--- src/rtl/clock_time_keeper_pkg.sv ---
// clock_pkg: shared BCD widths, display codes, field limits and FSM states
package clock_pkg;
   localparam int BCD_W = 4;
   localparam logic [BCD_W-1:0] DIGIT_DASH = 4'hF;
   localparam int HOUR_MAX = 23;
   localparam int MIN_MAX = 59;
   localparam int SEC_MAX = 59;
   typedef logic [BCD_W-1:0] bcd_t;
   typedef enum logic [1:0] {ST_RUN, ST_SET_HOUR, ST_SET_MIN} state_t;
   function automatic logic bcd_is_max(input bcd_t t, input bcd_t u, input int max);
      return t == bcd_t'(max / 10) && u == bcd_t'(max % 10);
   endfunction
   function automatic logic [2*BCD_W-1:0] bcd_inc(input bcd_t t, input bcd_t u, input int max);
      return bcd_is_max(t, u, max) ? '0 : u == bcd_t'(9) ? {t + bcd_t'(1), bcd_t'(0)} : {t, u + bcd_t'(1)};
   endfunction
endpackage

--- src/rtl/clock_time_keeper_if.sv ---
// clock_time_keeper_if: button inputs and display/status outputs of the time keeper
interface clock_time_keeper_if;
   import clock_pkg::*;
   logic btn_mode;
   logic btn_inc;
   bcd_t dig0;
   bcd_t dig1;
   bcd_t dig2;
   bcd_t dig3;
   logic sec_pulse;
   logic setting;
   modport master (output btn_mode, btn_inc, input dig0, dig1, dig2, dig3, sec_pulse, setting);
   modport slave (input btn_mode, btn_inc, output dig0, dig1, dig2, dig3, sec_pulse, setting);
endinterface

--- src/rtl/clock_time_keeper_button_conditioner.sv ---
// button_conditioner: 2-flop synchroniser, stable-level debounce and single-cycle press strobe
module button_conditioner #(
   parameter int DEBOUNCE_CYC = 20_000
) (
   input  logic clock,
   input  logic reset_n,
   input  logic i_btn,
   output logic o_press
);
   localparam int CW = $clog2(DEBOUNCE_CYC + 1);
   logic [1:0]    r_sync;
   logic [CW-1:0] r_cnt;
   logic          r_level;
   logic          r_press;
   logic          w_done;
   assign w_done = r_cnt == CW'(DEBOUNCE_CYC - 1);
   assign o_press = r_press;
   // accept a new level once it has differed from the accepted one for DEBOUNCE_CYC cycles
   always_ff @(posedge clock or negedge reset_n)
      if (!reset_n) begin
         r_sync  <= '0;
         r_cnt   <= '0;
         r_level <= 1'b0;
         r_press <= 1'b0;
      end else begin
         r_sync  <= {r_sync[0], i_btn};
         r_press <= 1'b0;
         if (r_sync[1] == r_level) r_cnt <= '0;
         else if (w_done) begin
            r_cnt   <= '0;
            r_level <= r_sync[1];
            r_press <= r_sync[1];
         end else r_cnt <= r_cnt + CW'(1);
      end
endmodule

--- src/rtl/clock_time_keeper.sv ---
// clock_time_keeper: 1 Hz prescaler, 24 h BCD time and two-button hour/minute set mode
module clock_time_keeper import clock_pkg::*; #(
   parameter int CLK_HZ = 1_000_000,
   parameter int DEBOUNCE_CYC = 20_000
) (
   input  logic                clock,
   input  logic                reset_n,
   clock_time_keeper_if.slave  bus
);
   localparam int PW = CLK_HZ > 1 ? $clog2(CLK_HZ) : 1;
   state_t        r_state;
   state_t        w_state_nxt;
   logic [PW-1:0] r_pre;
   bcd_t          r_hh_t, r_hh_u, r_mm_t, r_mm_u, r_ss_t, r_ss_u;
   bcd_t          r_dig0, r_dig1, r_dig2, r_dig3;
   logic          r_sec_pulse, r_setting;
   logic          w_mode, w_inc, w_tick, w_run, w_blank_h, w_blank_m, w_sec_max, w_min_max;
   button_conditioner #(.DEBOUNCE_CYC(DEBOUNCE_CYC)) u_mode (
      .clock(clock), .reset_n(reset_n), .i_btn(bus.btn_mode), .o_press(w_mode));
   button_conditioner #(.DEBOUNCE_CYC(DEBOUNCE_CYC)) u_inc (
      .clock(clock), .reset_n(reset_n), .i_btn(bus.btn_inc), .o_press(w_inc));
   assign w_tick    = r_pre == PW'(CLK_HZ - 1);
   assign w_run     = r_state == ST_RUN;
   assign w_blank_h = r_state == ST_SET_HOUR && r_pre >= PW'(CLK_HZ / 2);
   assign w_blank_m = r_state == ST_SET_MIN && r_pre >= PW'(CLK_HZ / 2);
   assign w_sec_max = bcd_is_max(r_ss_t, r_ss_u, SEC_MAX);
   assign w_min_max = bcd_is_max(r_mm_t, r_mm_u, MIN_MAX);
   assign bus.dig0      = r_dig0;
   assign bus.dig1      = r_dig1;
   assign bus.dig2      = r_dig2;
   assign bus.dig3      = r_dig3;
   assign bus.sec_pulse = r_sec_pulse;
   assign bus.setting   = r_setting;
   // mode strobe steps RUN -> SET_HOUR -> SET_MIN -> RUN
   always_comb begin
      w_state_nxt = r_state;
      if (w_mode) w_state_nxt = w_run ? ST_SET_HOUR : r_state == ST_SET_HOUR ? ST_SET_MIN : ST_RUN;
   end
   // state register; reset aborts any set mode
   always_ff @(posedge clock or negedge reset_n)
      if (!reset_n) r_state <= ST_RUN;
      else r_state <= w_state_nxt;
   // prescaler restarts on entering SET_HOUR and on returning to RUN, otherwise wraps at CLK_HZ-1
   always_ff @(posedge clock or negedge reset_n)
      if (!reset_n) r_pre <= '0;
      else if ((w_mode && r_state != ST_SET_HOUR) || w_tick) r_pre <= '0;
      else r_pre <= r_pre + PW'(1);
   // time fields: seconds count in RUN, hours/minutes adjusted in set mode; mode beats tick and inc
   always_ff @(posedge clock or negedge reset_n)
      if (!reset_n) {r_hh_t, r_hh_u, r_mm_t, r_mm_u, r_ss_t, r_ss_u} <= '0;
      else if (w_mode) begin
         if (w_run) {r_ss_t, r_ss_u} <= '0;
      end else if (w_run && w_tick) begin
         {r_ss_t, r_ss_u} <= bcd_inc(r_ss_t, r_ss_u, SEC_MAX);
         if (w_sec_max) {r_mm_t, r_mm_u} <= bcd_inc(r_mm_t, r_mm_u, MIN_MAX);
         if (w_sec_max && w_min_max) {r_hh_t, r_hh_u} <= bcd_inc(r_hh_t, r_hh_u, HOUR_MAX);
      end else if (w_inc && r_state == ST_SET_HOUR) {r_hh_t, r_hh_u} <= bcd_inc(r_hh_t, r_hh_u, HOUR_MAX);
      else if (w_inc && r_state == ST_SET_MIN) {r_mm_t, r_mm_u} <= bcd_inc(r_mm_t, r_mm_u, MIN_MAX);
   // registered outputs; the field being set shows dashes during the upper half of each second
   always_ff @(posedge clock or negedge reset_n)
      if (!reset_n) begin
         {r_dig0, r_dig1, r_dig2, r_dig3} <= '0;
         r_sec_pulse <= 1'b0;
         r_setting   <= 1'b0;
      end else begin
         r_dig0      <= w_blank_h ? DIGIT_DASH : r_hh_t;
         r_dig1      <= w_blank_h ? DIGIT_DASH : r_hh_u;
         r_dig2      <= w_blank_m ? DIGIT_DASH : r_mm_t;
         r_dig3      <= w_blank_m ? DIGIT_DASH : r_mm_u;
         r_sec_pulse <= w_run && w_tick && !w_mode;
         r_setting   <= !w_run;
      end
endmodule
--- src/flat_wrapper.sv ---
// flat-port wrapper written by rule: the top's interface ports become plain ports
module clock_time_keeper_flat import clock_pkg::*;
#(
   parameter int CLK_HZ = 1_000_000,
   parameter int DEBOUNCE_CYC = 20_000
)
  (clock, reset_n, bus_btn_mode, bus_btn_inc, bus_dig0, bus_dig1, bus_dig2, bus_dig3, bus_sec_pulse, bus_setting);
  clock_time_keeper_if bus_i ();
  input  logic clock;
  input  logic reset_n;
  input wire logic [$bits(bus_i.btn_mode)-1:0] bus_btn_mode;
  input wire logic [$bits(bus_i.btn_inc)-1:0] bus_btn_inc;
  output wire logic [$bits(bus_i.dig0)-1:0] bus_dig0;
  output wire logic [$bits(bus_i.dig1)-1:0] bus_dig1;
  output wire logic [$bits(bus_i.dig2)-1:0] bus_dig2;
  output wire logic [$bits(bus_i.dig3)-1:0] bus_dig3;
  output wire logic [$bits(bus_i.sec_pulse)-1:0] bus_sec_pulse;
  output wire logic [$bits(bus_i.setting)-1:0] bus_setting;
  assign bus_i.btn_mode = bus_btn_mode;
  assign bus_i.btn_inc = bus_btn_inc;
  assign bus_dig0 = bus_i.dig0;
  assign bus_dig1 = bus_i.dig1;
  assign bus_dig2 = bus_i.dig2;
  assign bus_dig3 = bus_i.dig3;
  assign bus_sec_pulse = bus_i.sec_pulse;
  assign bus_setting = bus_i.setting;
  clock_time_keeper #(.CLK_HZ(CLK_HZ), .DEBOUNCE_CYC(DEBOUNCE_CYC)) u_core (.clock(clock), .reset_n(reset_n), .bus(bus_i));
endmodule
--- config.mk ---
export PLATFORM = sky130hd
export DESIGN_NAME = clock_time_keeper_flat
export DESIGN_NICKNAME = d
export VERILOG_FILES = /design/src/rtl/clock_time_keeper_pkg.sv /design/src/rtl/clock_time_keeper_if.sv /design/src/rtl/clock_time_keeper_button_conditioner.sv /design/src/rtl/clock_time_keeper.sv /design/src/flat_wrapper.sv
export SDC_FILE = /design/constraint.sdc
export NUM_CORES = 1
export LEC_CHECK = 0
export CAP_MARGIN = 20
export CORE_MARGIN = 2
export CORE_UTILIZATION = 60
export CTS_CLUSTER_DIAMETER = 80
export DETAILED_ROUTE_END_ITERATION = 16
export GPL_TIMING_DRIVEN = 1
export HOLD_SLACK_MARGIN = 0.12
export PLACE_DENSITY_LB_ADDON = 0.15
export SLEW_MARGIN = 20
export SYNTH_ARGS = -nofsm -noshare
export SYNTH_HDL_FRONTEND = slang
export SYNTH_SLANG_ARGS = --single-unit
--- constraint.sdc ---
create_clock -name clock -period 2.4 [get_ports clock]
set_input_delay 0.36 -clock clock [delete_from_list [all_inputs] [get_ports clock]]
set_output_delay 0.36 -clock clock [all_outputs]
set_load 0.05 [all_outputs]
==> flow_summary.ini, run 1 <==
[logic_synthesis]
synth_area_um2 = 4920
synth_compound_area_share_pct = 5.54
synth_edf_count = 0
syn-num-nets = 498
synthArstFlopShare_pct = 100
synth_seq_cells = 102
yosys_warnings = 0
syn_inst = 478
yosysSeqAreaShare_pct = 51.9
synth_top_family_by_area = simple AND/OR/NAND/NOR gates
synth_mux_area_share_pct = 2.31
syn_area_per_cell_um2 = 10.3
synth_xor_area_share_pct = 8.54
ys.flop_type = dfrtp_1
synth_cell_types = 59
yosys.area_share.simple_pct = 25.4
synthAdderAreaFrac_pct = 4.07

[power]
combPwrFrac_pct = 2.3
leakagePower_nw = 2.51
power.switching_uw = 617
clock_power_share_pct = 37.1
power_mw = 2.87
p_int_mw = 2.25
power_density_nw_per_um2 = 515
p_seq_share_pct = 60.6
sw_frac_of_total_pct = 21.5
vdd_drop_max_uv = 294

[route]
detail-route-antenna-nets = 0
firstDrtPassIters = 5
vias_per_cell = 5.62
vias = 3520
drtIter0Drc = 179
wl_per_cell_um = 13.7
drcViolationCount = 0
finalWirelength_um = 8580

[placement]
port_buffers = 21
place_area_um2 = 5340
gp_congestion = 0.833
dp_hpwl_um = 6050

[timing]
setup_viol = 0
hold_violations = 0
finalMaxSlewViolations = 0
tns_ns = 0
tightest_slew_ns = 0.636
layout_min_cycle_time_ns = 2.34
max_freq_mhz = 427
relSlewSlack_pct = 57.2
rsz0062_at_grt = true
period_share_pct = 97.5
fin_skew_ns = 0.0102

[critical_path]
path_buf_inv = 1
crit_chain = inv_1, ha_1, or4b_4, nor4_4, a21oi_2, nor3b_1, mux2_2
cpLargestDelayFamily = simple AND/OR/NAND/NOR gates
cp.arrival_ns = 2.58
startpoint_type = flip-flop
critPathMaxFanout = 8
cp_slowest_cell = or4b_4
endpoint_kind = flip-flop
slowest_delay_ns = 0.47
path_class = flip-flop to flip-flop
cp.required_ns = 2.64

[clocking]
cts-root-buf = clkbuf_8
cts_tree = done
clkSinkCount = 102
clk_pin_slew_worst_paths_ns = 0.09
insertion_delay_ns = 0.36
cts.htree.levels = 3
cts_max_path_buffers = 2
cts_buffers = 9

[die]
die_w_um = 94.6
die_h_um = 94.6
io_pins = 22
die-area_um2 = 8940
placementRows = 33
initial_core_util_pct = 60.8
core_um2 = 8090

[job]
maxCapViolCount = 0

[cells_and_area]
area_growth_pct = 13.2
layout-drive-gt1-share_pct = 9.40
antennaDiodeCount = 0
register_area_um2 = 2550
multi_input_area_um2 = 2280
final_area_um2 = 5570
final_nets = 537
fillCellCount = 639
final_common_cell = dfrtp_1
final_cell_mix = 102 x dfrtp_1, 69 x nor2_1, 34 x nand3_1

[global_routing]
grt_overflow_total = 0
grt_usage_pct = 20.6
grt_pass1_vias = 3255
grt_max_degree = 66
grt_pass1_wl_um = 14700
antenna_found_initial = 0

[min_path]
hold_class = flip-flop to flip-flop

[status]
status = completed
## flip-flops by register name, indices dropped and copies added, names as in the netlist, 2 cells and up
name and cells:
u_core.bus.dig0 4, u_core.bus.dig1 4, u_core.bus.dig2 4, u_core.bus.dig3 4, u_core.r_hh_t 4, u_core.r_hh_u 4
u_core.r_mm_t 4, u_core.r_mm_u 4, u_core.r_pre 20, u_core.r_ss_t 4, u_core.r_ss_u 4, u_core.r_state 2
u_core.u_inc.r_cnt 15, u_core.u_inc.r_sync 2, u_core.u_mode.r_cnt 15, u_core.u_mode.r_sync 2
## logic make-up (layout without fill, tap and decap cells)
logic type,count (synthesis),count (layout)
compound gates,40,40
xor+xnor,48,48
fa+ha+maj,16,16
buf+inv,29,72
flops,102,102
mux,10,10
simple gates,233,233
## stage by stage
step	instances	hold WS [ns]	utilization, %	setup WS [ns]
final	626	0.352	68.8	0.0603
after detailed placement	609	0.345	66.0	0.0460
after global routing	626	0.372	68.8	-0.0342
after floorplan	478	0.0644	-	0.226
after global placement	609	0.333	66.0	0.126
after CTS	625	0.356	68.4	0.0163
## area by class of cell
type	instances	share of cell area [%]
repair buffers	36	6.02
multi-input cells	347	41.0
clock inverters	3	0.808
well taps	105	2.36
inverters	21	1.41
clock buffers	12	2.60
flip-flops and latches	102	45.8
## routing by layer
metal  part of all wire, %  up-vias  wire length [um]  track usage, %
li1                      -     1740                 -               -
met4                   1.3        0               109            6.28
met2                    48       58              4090            33.4
met5                     0        -                 0               0
met3                   3.1       11               268            4.31
met1                    48     1711              4110            28.3
## path summary, 6_finish.rpt
check,startpoint,endpoint,slack [ns],depth (start not counted)
max in group asynchronous,reset_n,u_core.r_ss_t[0],1.19,3
worst max-delay path,u_core.r_ss_t[1],u_core.r_mm_u[2],0.06,7
worst min register to register,u_core.u_mode.r_sync[0],u_core.u_mode.r_sync[1],0.35,0
min in group asynchronous,reset_n,u_core.u_mode.r_cnt[11],0.50,2
worst min-delay path,u_core.u_mode.r_sync[0],u_core.u_mode.r_sync[1],0.35,0
worst max register to register,u_core.r_ss_t[1],u_core.r_mm_u[2],0.06,7
## what timing repair did
item                                    in CTS  in global routing
hold endpoints to repair                    37                  0
resized for setup                            0                  6
hold buffers                                 1                  0
endpoints found under the setup margin       0                  4
buffers inserted                             0                  1
## power groups by stage
stage	Combinational, mW	Clock [mW]	Sequential, mW
2_1_floorplan	0.0215	0	1.77
3_3_place_gp	0.0667	0	1.77
3_5_place_dp	0.0689	0	1.77
4_1_cts	0.0704	1.09	1.74
5_1_grt	0.0791	1.16	1.74
6_report	0.0665	1.06	1.74
## synthesized netlist by cell type, types with 2 or more instances
master / instances / area share, %
and2_1: 3 / 0.38
dfrtp_1: 102 / 52
nand3_1: 34 / 3.5
inv_1: 20 / 1.5
nor2_1: 69 / 5.3
mux2i_1: 2 / 0.41
mux2_2: 6 / 1.4
nand2_1: 31 / 2.4
nor4_1: 12 / 1.5
nand3b_1: 5 / 0.76
ha_1: 16 / 4.1
buf_2: 2 / 0.20
clkbuf_1: 5 / 0.38
a211o_1: 2 / 0.36
nor4b_1: 3 / 0.53
nor4_4: 2 / 0.86
nand2b_1: 16 / 2.0
nor3b_1: 4 / 0.61
o211ai_1: 3 / 0.46
o21ai_0: 9 / 0.92
xnor2_1: 26 / 4.6
o22ai_1: 3 / 0.38
o31ai_1: 6 / 0.92
and3_1: 12 / 1.5
nor3_1: 10 / 1.0
a21oi_1: 4 / 0.41
nor2b_1: 4 / 0.51
nand4b_1: 5 / 0.89
or3_1: 2 / 0.25
xor2_1: 22 / 3.9
nand4_1: 10 / 1.3
(Power assumes the default switching activity.)
==> inputs of run 2 (changes only) <==
--- a/config.mk
+++ b/config.mk
@@ -7,9 +7,10 @@
 export LEC_CHECK = 0
 export CAP_MARGIN = 20
 export CORE_MARGIN = 2
-export CORE_UTILIZATION = 60
+export CORE_UTILIZATION = 63
 export CTS_CLUSTER_DIAMETER = 80
 export DETAILED_ROUTE_END_ITERATION = 16
+export DONT_BUFFER_PORTS = 1
 export GPL_TIMING_DRIVEN = 1
 export HOLD_SLACK_MARGIN = 0.12
 export PLACE_DENSITY_LB_ADDON = 0.15
==> run 2 against run 1 <==
The run now ends with negative hold slack, negative setup slack left. Cell area fell by 3.4%. Sequential power barely moved. Clock-buffer cell count fell by 1. Clock skew fell by 0.0013 ns. Utilization rose by 1.6 points. Non-clock buffer count fell by 21. Wire length rose by 1.3%. Die area fell by 4.6%. Global-route usage rose by 1.5 points. Setup slack got worse by 0.064 ns. Sequential share of layout area rose by 1.6 points. Fmax fell by 2.7%.
==> flow_summary.ini, run 2 (synthesized netlist as in run 1, its figures left out) <==
[cells_and_area]
reg_top3 = u_core.r_pre (20), u_core.u_inc.r_cnt (15), u_core.u_mode.r_cnt (15)
final_nets = 516
post-route-util_pct = 70.4
antennaDiodeCount = 0
area_growth_pct = 9.38
layout-drive-gt1-share_pct = 10.4
final_common_cell = dfrtp_1
fillCellCount = 557
largest_reg_flops = 20
regMostFlops = u_core.r_pre
final_cell_mix = 102 x dfrtp_1, 69 x nor2_1, 34 x nand3_1

[timing]
setup_slack_ns = -0.00377
finalMaxSlewViolations = 0
setup_viol = 1
max_freq_mhz = 416
relSlewSlack_pct = 55.1
hold_violations = 102
fin_skew_ns = 0.00888
tightest_slew_ns = 0.668
rsz0062_at_grt = true
period_share_pct = 100
layout_min_cycle_time_ns = 2.40
whs_ns = -0.316

[die]
initial_core_util_pct = 64.4
io_pins = 22
die-area_um2 = 8540
die_h_um = 92.4
placementRows = 32
die_w_um = 92.4
core_um2 = 7650

[route]
finalWirelength_um = 8690
firstDrtPassIters = 4
wl_per_cell_um = 14.4
vias = 3420
drcViolationCount = 0
detail-route-antenna-nets = 0
drtIter0Drc = 154
vias_per_cell = 5.67

[power]
power_density_nw_per_um2 = 525
vdd_drop_max_uv = 302
leakagePower_nw = 2.44

[critical_path]
path_buf_inv = 2
slowest_delay_ns = 0.48
endpoint_kind = flip-flop
r2r-start = u_core.r_ss_t[1]
critPathLaunch = u_core.r_ss_t[1]
crit_chain = inv_1, ha_1, or4b_4, nor4_4, buf_4, nand3_4, and2_4, mux2_4
cp_slowest_cell = or4b_4
path_class = flip-flop to flip-flop
cp.required_ns = 2.64
critPathMaxFanout = 6
cpLargestDelayFamily = simple AND/OR/NAND/NOR gates
cp.arrival_ns = 2.65
startpoint_type = flip-flop

[global_routing]
grt_usage_pct = 22.2
grt_overflow_total = 0
antenna_found_initial = 0
grt_pass1_vias = 3338
grt_max_degree = 103
grt_pass1_wl_um = 15300

[clocking]
clk_pin_slew_worst_paths_ns = 0.10
cts_max_path_buffers = 2
insertion_delay_ns = 0.35
cts_tree = done
cts_buffers = 9
cts.htree.levels = 3
cts-root-buf = clkbuf_8
ctsHoldBuffers = 2
clkSinkCount = 102

[status]
status = finished with violations
violations = negative hold slack, negative setup slack

[placement]
gp_congestion = 0.889
dp_hpwl_um = 5950
port_buffers = 0
pre_cts_ws_ns = 0.0333

[job]
maxCapViolCount = 0

[min_path]
hold_class = input port to asynchronous set/reset pin
run 2: worst paths after layout:
kind / cells after the start / end / slack, ns
max in group asynchronous: 0 / u_core.r_pre[0] / 2.59
setup / recovery: 8 / u_core.r_hh_u[0] / -0.004
hold / removal: 0 / u_core.u_mode.r_cnt[11] / -0.32
setup reg to reg: 8 / u_core.r_hh_u[0] / -0.004
hold reg to reg: 0 / u_core.u_inc.r_sync[1] / 0.36
min in group clock: 0 / u_core.u_inc.r_sync[1] / 0.36
run 2: what timing repair did:
| item | in CTS | in global routing |
|---|---|---|
| hold endpoints to repair | 104 | 102 |
| endpoints found under the setup margin | 0 | 7 |
| buffers inserted | 0 | 3 |
| gates resized for setup | 0 | 12 |
run 2: area by class of cell:
class,count,area (um2),area share [%]
Timing Repair Buffer,15,118,2.18
Sequential cell,102,2550,47.4
Inverter,21,78.8,1.46
Tap cell,102,128,2.37
Clock buffer,11,131,2.44
Multi-Input combinational cell,347,2320,43.0
Clock inverter,5,58.8,1.09
run 2: report_power, final:
group	switching [mW]	total (mW)	leakage, nW	internal, mW
Combinational	0.0151	0.0276	0.950	0.0124
Sequential	0.0103	1.74	1.40	1.73
Clock	0.572	1.06	0.0899	0.486
run 2: through the flow:
| step | instance area [um2] | power [mW] | TNS, ns | hold WS [ns] | cells |
|---|---|---|---|---|---|
| after floorplan | 4920 | 1.79 | 0 | 0.0644 | 478 |
| after global placement | 5090 | 1.80 | 0 | 0.0664 | 582 |
| after detailed placement | 5090 | 1.80 | 0 | 0.0671 | 582 |
| after CTS | 5300 | 2.86 | 0 | -0.330 | 600 |
| after global routing | 5380 | 2.92 | -0.502 | -0.340 | 603 |
| final | 5380 | 2.82 | -0.00377 | -0.316 | 603 |
run 2: metal layers:
metal	vias to the layer above	share of wire, %	track usage [%]
li1	1689	-	-
met1	1674	48	30.4
met2	53	48	35.5
met3	4	3.0	5.53
met4	0	0.61	5.97
met5	-	0	0
==> RTL edit 1: new RTL, flow settings as in run 1 <==
`CLK_HZ` is set to 1_000_000 in 2 places; all go to 500_000.
--- a/src/rtl/clock_time_keeper.sv
+++ b/src/rtl/clock_time_keeper.sv
@@ -1,6 +1,6 @@
 // clock_time_keeper: 1 Hz prescaler, 24 h BCD time and two-button hour/minute set mode
 module clock_time_keeper import clock_pkg::*; #(
-   parameter int CLK_HZ = 1_000_000,
+   parameter int CLK_HZ = 500_000,
    parameter int DEBOUNCE_CYC = 20_000
 ) (
    input  logic                clock,
--- a/src/flat_wrapper.sv
+++ b/src/flat_wrapper.sv
@@ -1,7 +1,7 @@
 // flat-port wrapper written by rule: the top's interface ports become plain ports
 module clock_time_keeper_flat import clock_pkg::*;
 #(
-   parameter int CLK_HZ = 1_000_000,
+   parameter int CLK_HZ = 500_000,
    parameter int DEBOUNCE_CYC = 20_000
 )
   (clock, reset_n, bus_btn_mode, bus_btn_inc, bus_dig0, bus_dig1, bus_dig2, bus_dig3, bus_sec_pulse, bus_setting);
Behaviour: same outputs for any inputs over 10 cycles, from zero or initial values and one cycle with reset_n low; that may be too few to reach the edited logic, so the function may still have changed.
==> RTL edit 1 against run 1 <==
Non-clock buffer count fell by 8; area after synthesis fell by 0.56%; via count fell by 2.8%; worst hold slack improved by 5.5 ps; routed wire length rose by 1.8%; count of clock-buffer cells in the layout fell by 3; critical path depth did not move; final area fell by 1.9%; setup slack improved by 220 ps; total power rose by 0.66%; maximum frequency rose by 10%; sequential cell count fell by 1; critical path type unchanged.
==> RTL edit 1: results (changes against run 1) <==
GR met1 Demand/Resource: 0.2794 (-0.003505)
met3 demand-to-capacity share in global routing: 0.04655 (+0.003452)
Synth area leaders: dfrtp_1, xor2_1, nor2_1
pin count of the biggest net entering global routing: 102 (+55%)
GR Util met2: 0.3667 (+0.03274)
post-CTS setup-driven buffer insertion count: 0 (unchanged)
vias in the first global route: 3458 (+6.2%)
CP Data Arrival Time: 2430 ps (-150 ps)
Nets: 520 (-3.2%)
normalized max-slew margin: 0.4681 (-0.1039)
maximum vdd ir drop: 0.4329 mV (+47%)
WL/cell: 14.38 µm (+5.0%)
routed length on met3: 252 µm (-6.0%)
wire length of the first global-routing pass: 15370 µm (+4.6%)
fraction of synthesized area in multiplexers: 0.02352 (+0.0003857)
registers with the most flip-flops: u_core.r_pre x19, u_core.u_inc.r_cnt x15, u_core.u_mode.r_cnt x15
Setup crit start: u_core.r_mm_u[1]$_DFFE_PN0P_
Max Root-Sink Buffers: 2 (unchanged)
min cycle time layout: 2124 ps (-215.5 ps)
syn nets: 488 (-2.0%)
number of buffers added on ports: 21 (unchanged)
distinct cell type count of the synthesized netlist: 55 (-6.8%)
Fin Clk Skew: 12.36 ps (+2.130 ps)
Critical Path End: u_core.r_hh_u[2]$_DFFE_PN0P_
Detailed Route Iter0 Violations: 171 (-4.5%)
Reg2Reg Depth: 7 (unchanged)
share of the synthesized area in compound gates (AO/OA/AOI/OAI): 0.06825 (+0.01284)
total number of vias: 3423 (-2.8%)
area share of fa/ha/maj cells after synthesis: 0.04090 (+0.0002287)
share of total power in sequential cells: 0.596 (-0.010)
status: finished, final reports clean
switching component of the power: 662.9 µW (+7.5%)
leading post-synthesis cells by instance count: dfrtp_1, nor2_1, nand2_1
Worst Hold Path EP: u_core.u_mode.r_sync[1]$_DFF_PN0_
sum of negative setup slack: 0 ps (unchanged)
sequential share of the synthesized area: 0.5164 (-0.002196)
start point of the worst min-delay path: u_core.u_mode.r_sync[0]$_DFF_PN0_
placed wire-length estimate after detailed placement: 6144 µm (+1.5%)
proportion of layout cells with a drive suffix above 1: 0.1030 (+0.008920)
reported leakage power: 0.002516 µW (+0.32%)
global router's overall resource usage: 0.2177 (+0.01129)
flop-to-flop setup slack: 280 ps (+220 ps)
longest individual stage delay on the worst path: 440 ps (-30 ps)
first-pass iteration count of the detailed router: 5 (unchanged)
wire length the detailed router placed on met1: 3996 µm (-2.7%)
slowest library cell on the worst path: dfrtp_1
asr flop ratio synth: 1.000 (unchanged)
layout filler cell count: 626 (-2.0%)
final RePlAce weighted congestion: 0.8372 (+0.54%)
XOR/XNOR Fraction of Synth Area: 0.08052 (-0.004888)
DR WL met2: 4364 µm (+6.7%)
[RTL edit 1: changes by cell type in the layout (fill, tap and decap cells not counted), moves of 6 or more]
cell      delta
a22o_1       +6
and4_1       +6
buf_4        -8
nand2b_1    -11
nand3_1     -10
nand4_1      +9
nor2_1       -6
nor4_1       -9
o21ai_0      +8
or2_2       +15
xnor2_1     -10
xor2_1       +7
[RTL edit 1: repair_timing]
item / CTS / global route
resized for setup: 0 / 0
hold buffers: 1 / 0
hold endpoints to repair: 101 / 0
[RTL edit 1: cell families (layout without fill, tap and decap cells)]
family,Yosys count,count (layout)
AOI/OAI and AO/OA,50,50
xor gates and xnor gates,45,45
adders and majority gates,16,16
buffers and inverters,27,64
DFF,101,101
muxes,10,10
and+or+nand+nor,219,219
[RTL edit 1: stage by stage]
step                hold slack [ps]  setup slack, ps  std cells  area (µm²)  total power (µW)
global placement              334.1            428.2        590        5251              1821
detailed placement            334.7            319.5        590        5251              1822
floorplan                     64.41            521.1        468        4895              1775
CTS                           358.2            261.0        607        5465              2923
global route                  377.2            108.2        607        5465              3004
finish                        357.1            275.8        607        5465              2889
[RTL edit 1: area by class of cell]
type | instances | area, µm² | share of cell area
Clock buffer | 9 | 123.9 | 0.02266
Clock inverter | 7 | 80.08 | 0.01465
Inverter | 20 | 75.07 | 0.01374
Multi-Input combinational cell | 340 | 2256 | 0.4128
Sequential cell | 101 | 2527 | 0.4625
Tap cell | 102 | 127.6 | 0.02335
Timing Repair Buffer | 28 | 275.3 | 0.05037
[RTL edit 1: critical path: cells and delay by family (launching register included)]
| kind | cells | cell delay, ps |
|---|---|---|
| compound gates | 1 | 200 |
| flops | 1 | 440 |
| simple gates | 4 | 1140 |
| fa+ha+maj | 1 | 180 |
| buf+inv | 1 | 90 |
==> RTL edit 2: new RTL, settings of run 1 <==
Made on the original files. Re-encode `state_t` (3 states) as one-hot, 3 bits wide.
--- a/src/rtl/clock_time_keeper_pkg.sv
+++ b/src/rtl/clock_time_keeper_pkg.sv
@@ -6,7 +6,7 @@
    localparam int MIN_MAX = 59;
    localparam int SEC_MAX = 59;
    typedef logic [BCD_W-1:0] bcd_t;
-   typedef enum logic [1:0] {ST_RUN, ST_SET_HOUR, ST_SET_MIN} state_t;
+   typedef enum logic [2:0] {ST_RUN = 3'b001, ST_SET_HOUR = 3'b010, ST_SET_MIN = 3'b100} state_t;
    function automatic logic bcd_is_max(input bcd_t t, input bcd_t u, input int max);
       return t == bcd_t'(max / 10) && u == bcd_t'(max % 10);
    endfunction
Formal check against the unedited RTL: same outputs for any inputs over 10 cycles, from zero or initial values and one cycle with reset_n low; not proved beyond that.
==> RTL edit 2 against run 1 <==
Area after synthesis up 0.48%; highest routed layer unchanged; routed wire length down 0.37%; total power up 2.4%; critical path depth unchanged; utilization down 0.17 points; largest power group unchanged; setup slack better by 61 ps; final area down 0.25%; sequential cell count up 1.
==> RTL edit 2: results (changes against run 1) <==
status: finished, final reports clean
CP Max Fanout: 7 (-1)
proportion of layout cells with a drive suffix above 1: 0.09843 (+0.004375)
GR Util met2: 0.3676 (+0.03368)
wire length the detailed router placed on met1: 3882 µm (-5.5%)
P_clk: 1120 µW (+6%)
clock transition at the registers of the reported paths: 110 ps (+20 ps)
global router's overall resource usage: 0.2133 (+0.006883)
total area of multi-input combinational cells: 2263 µm² (-0.88%)
Synth area leaders: dfrtp_1, nor2_1, xor2_1
Clk Latency, worst-skew pair: 380 ps (+20 ps)
number of logic inverters in the finished layout: 22 (+4.8%)
# clk buffers: 9 (-3)
pin count of the biggest net entering global routing: 64 (-3.0%)
syn nets: 488 (-2.0%)
DR WL met2: 4356 µm (+6.5%)
Fin Clk Skew: 12.47 ps (+2.243 ps)
WL/cell: 13.94 µm (+1.7%)
longest individual stage delay on the worst path: 410 ps (-60 ps)
Multi-In Gates: 336 (-3.2%)
portion of the layout cell area used by non-clock buffers: 0.05358 (-0.006605)
sequential share of the synthesized area: 0.5214 (+0.002820)
Non-clk bufs: 31 (-14%)
leading post-synthesis cells by instance count: dfrtp_1, nor2_1, nand2_1
relative contribution of the clock network to total power: 0.380 (+0.009)
vias in the first global route: 3346 (+2.8%)
met3 demand-to-capacity share in global routing: 0.05267 (+0.009577)
share of the synthesized area in compound gates (AO/OA/AOI/OAI): 0.07210 (+0.01668)
maximum vdd ir drop: 0.5913 mV (+100%)
fraction of synthesized area in multiplexers: 0.03390 (+0.01077)
routed length on met3: 249 µm (-7.1%)
distinct cell type count of the synthesized netlist: 52 (-12%)
Setup crit start: u_core.r_pre[0]$_DFF_PN0_
area share of fa/ha/maj cells after synthesis: 0.04048 (-0.0001955)
## RTL edit 2: cell count changes after synthesis, sizes merged, moves of 6 or more
| cell | delta |
|---|---|
| o31ai | -6 |
| xnor2 | -6 |
| and4 | +6 |
| nand3 | -9 |
| mux2 | +6 |
| nor4 | -12 |
## RTL edit 2: through the flow
| stage | hold slack [ps] | setup slack [ps] | instance area (µm²) | instances | TNS, ps |
|---|---|---|---|---|---|
| floorplan | 64.41 | 175.8 | 4946 | 468 | 0 |
| global placement | 331.6 | 88.29 | 5331 | 595 | 0 |
| detailed placement | 339.3 | 23.99 | 5331 | 595 | 0 |
| CTS | 364.2 | 8.513 | 5545 | 612 | 0 |
| global route | 377.2 | -2.526 | 5558 | 613 | -4.554 |
| finish | 362.6 | 121.2 | 5558 | 613 | 0 |
## RTL edit 2: path summary, 6_finish.rpt
| check | cells after the start | endpoint | slack (ps) |
|---|---|---|---|
| min in group asynchronous | 2 | u_core.r_pre[3]$_DFF_PN0_ | 490 |
| hold / removal | 0 | u_core.u_mode.r_sync[1]$_DFF_PN0_ | 360 |
| setup reg to reg | 7 | u_core.r_mm_t[1]$_DFFE_PN0P_ | 120 |
| max in group asynchronous | 3 | u_core.u_inc.r_sync[1]$_DFF_PN0_ | 1200 |
| setup / recovery | 7 | u_core.r_mm_t[1]$_DFFE_PN0P_ | 120 |
| hold reg to reg | 0 | u_core.u_mode.r_sync[1]$_DFF_PN0_ | 360 |
## RTL edit 2: logic make-up (layout without fill, tap and decap cells)
family                     after synthesis  after routing
and+or+nand+nor                        215            215
DFF                                    103            103
AOI/OAI and AO/OA                       45             45
xor gates and xnor gates                45             45
buffers and inverters                   29             69
adders and majority gates               16             16
muxes                                   15             15
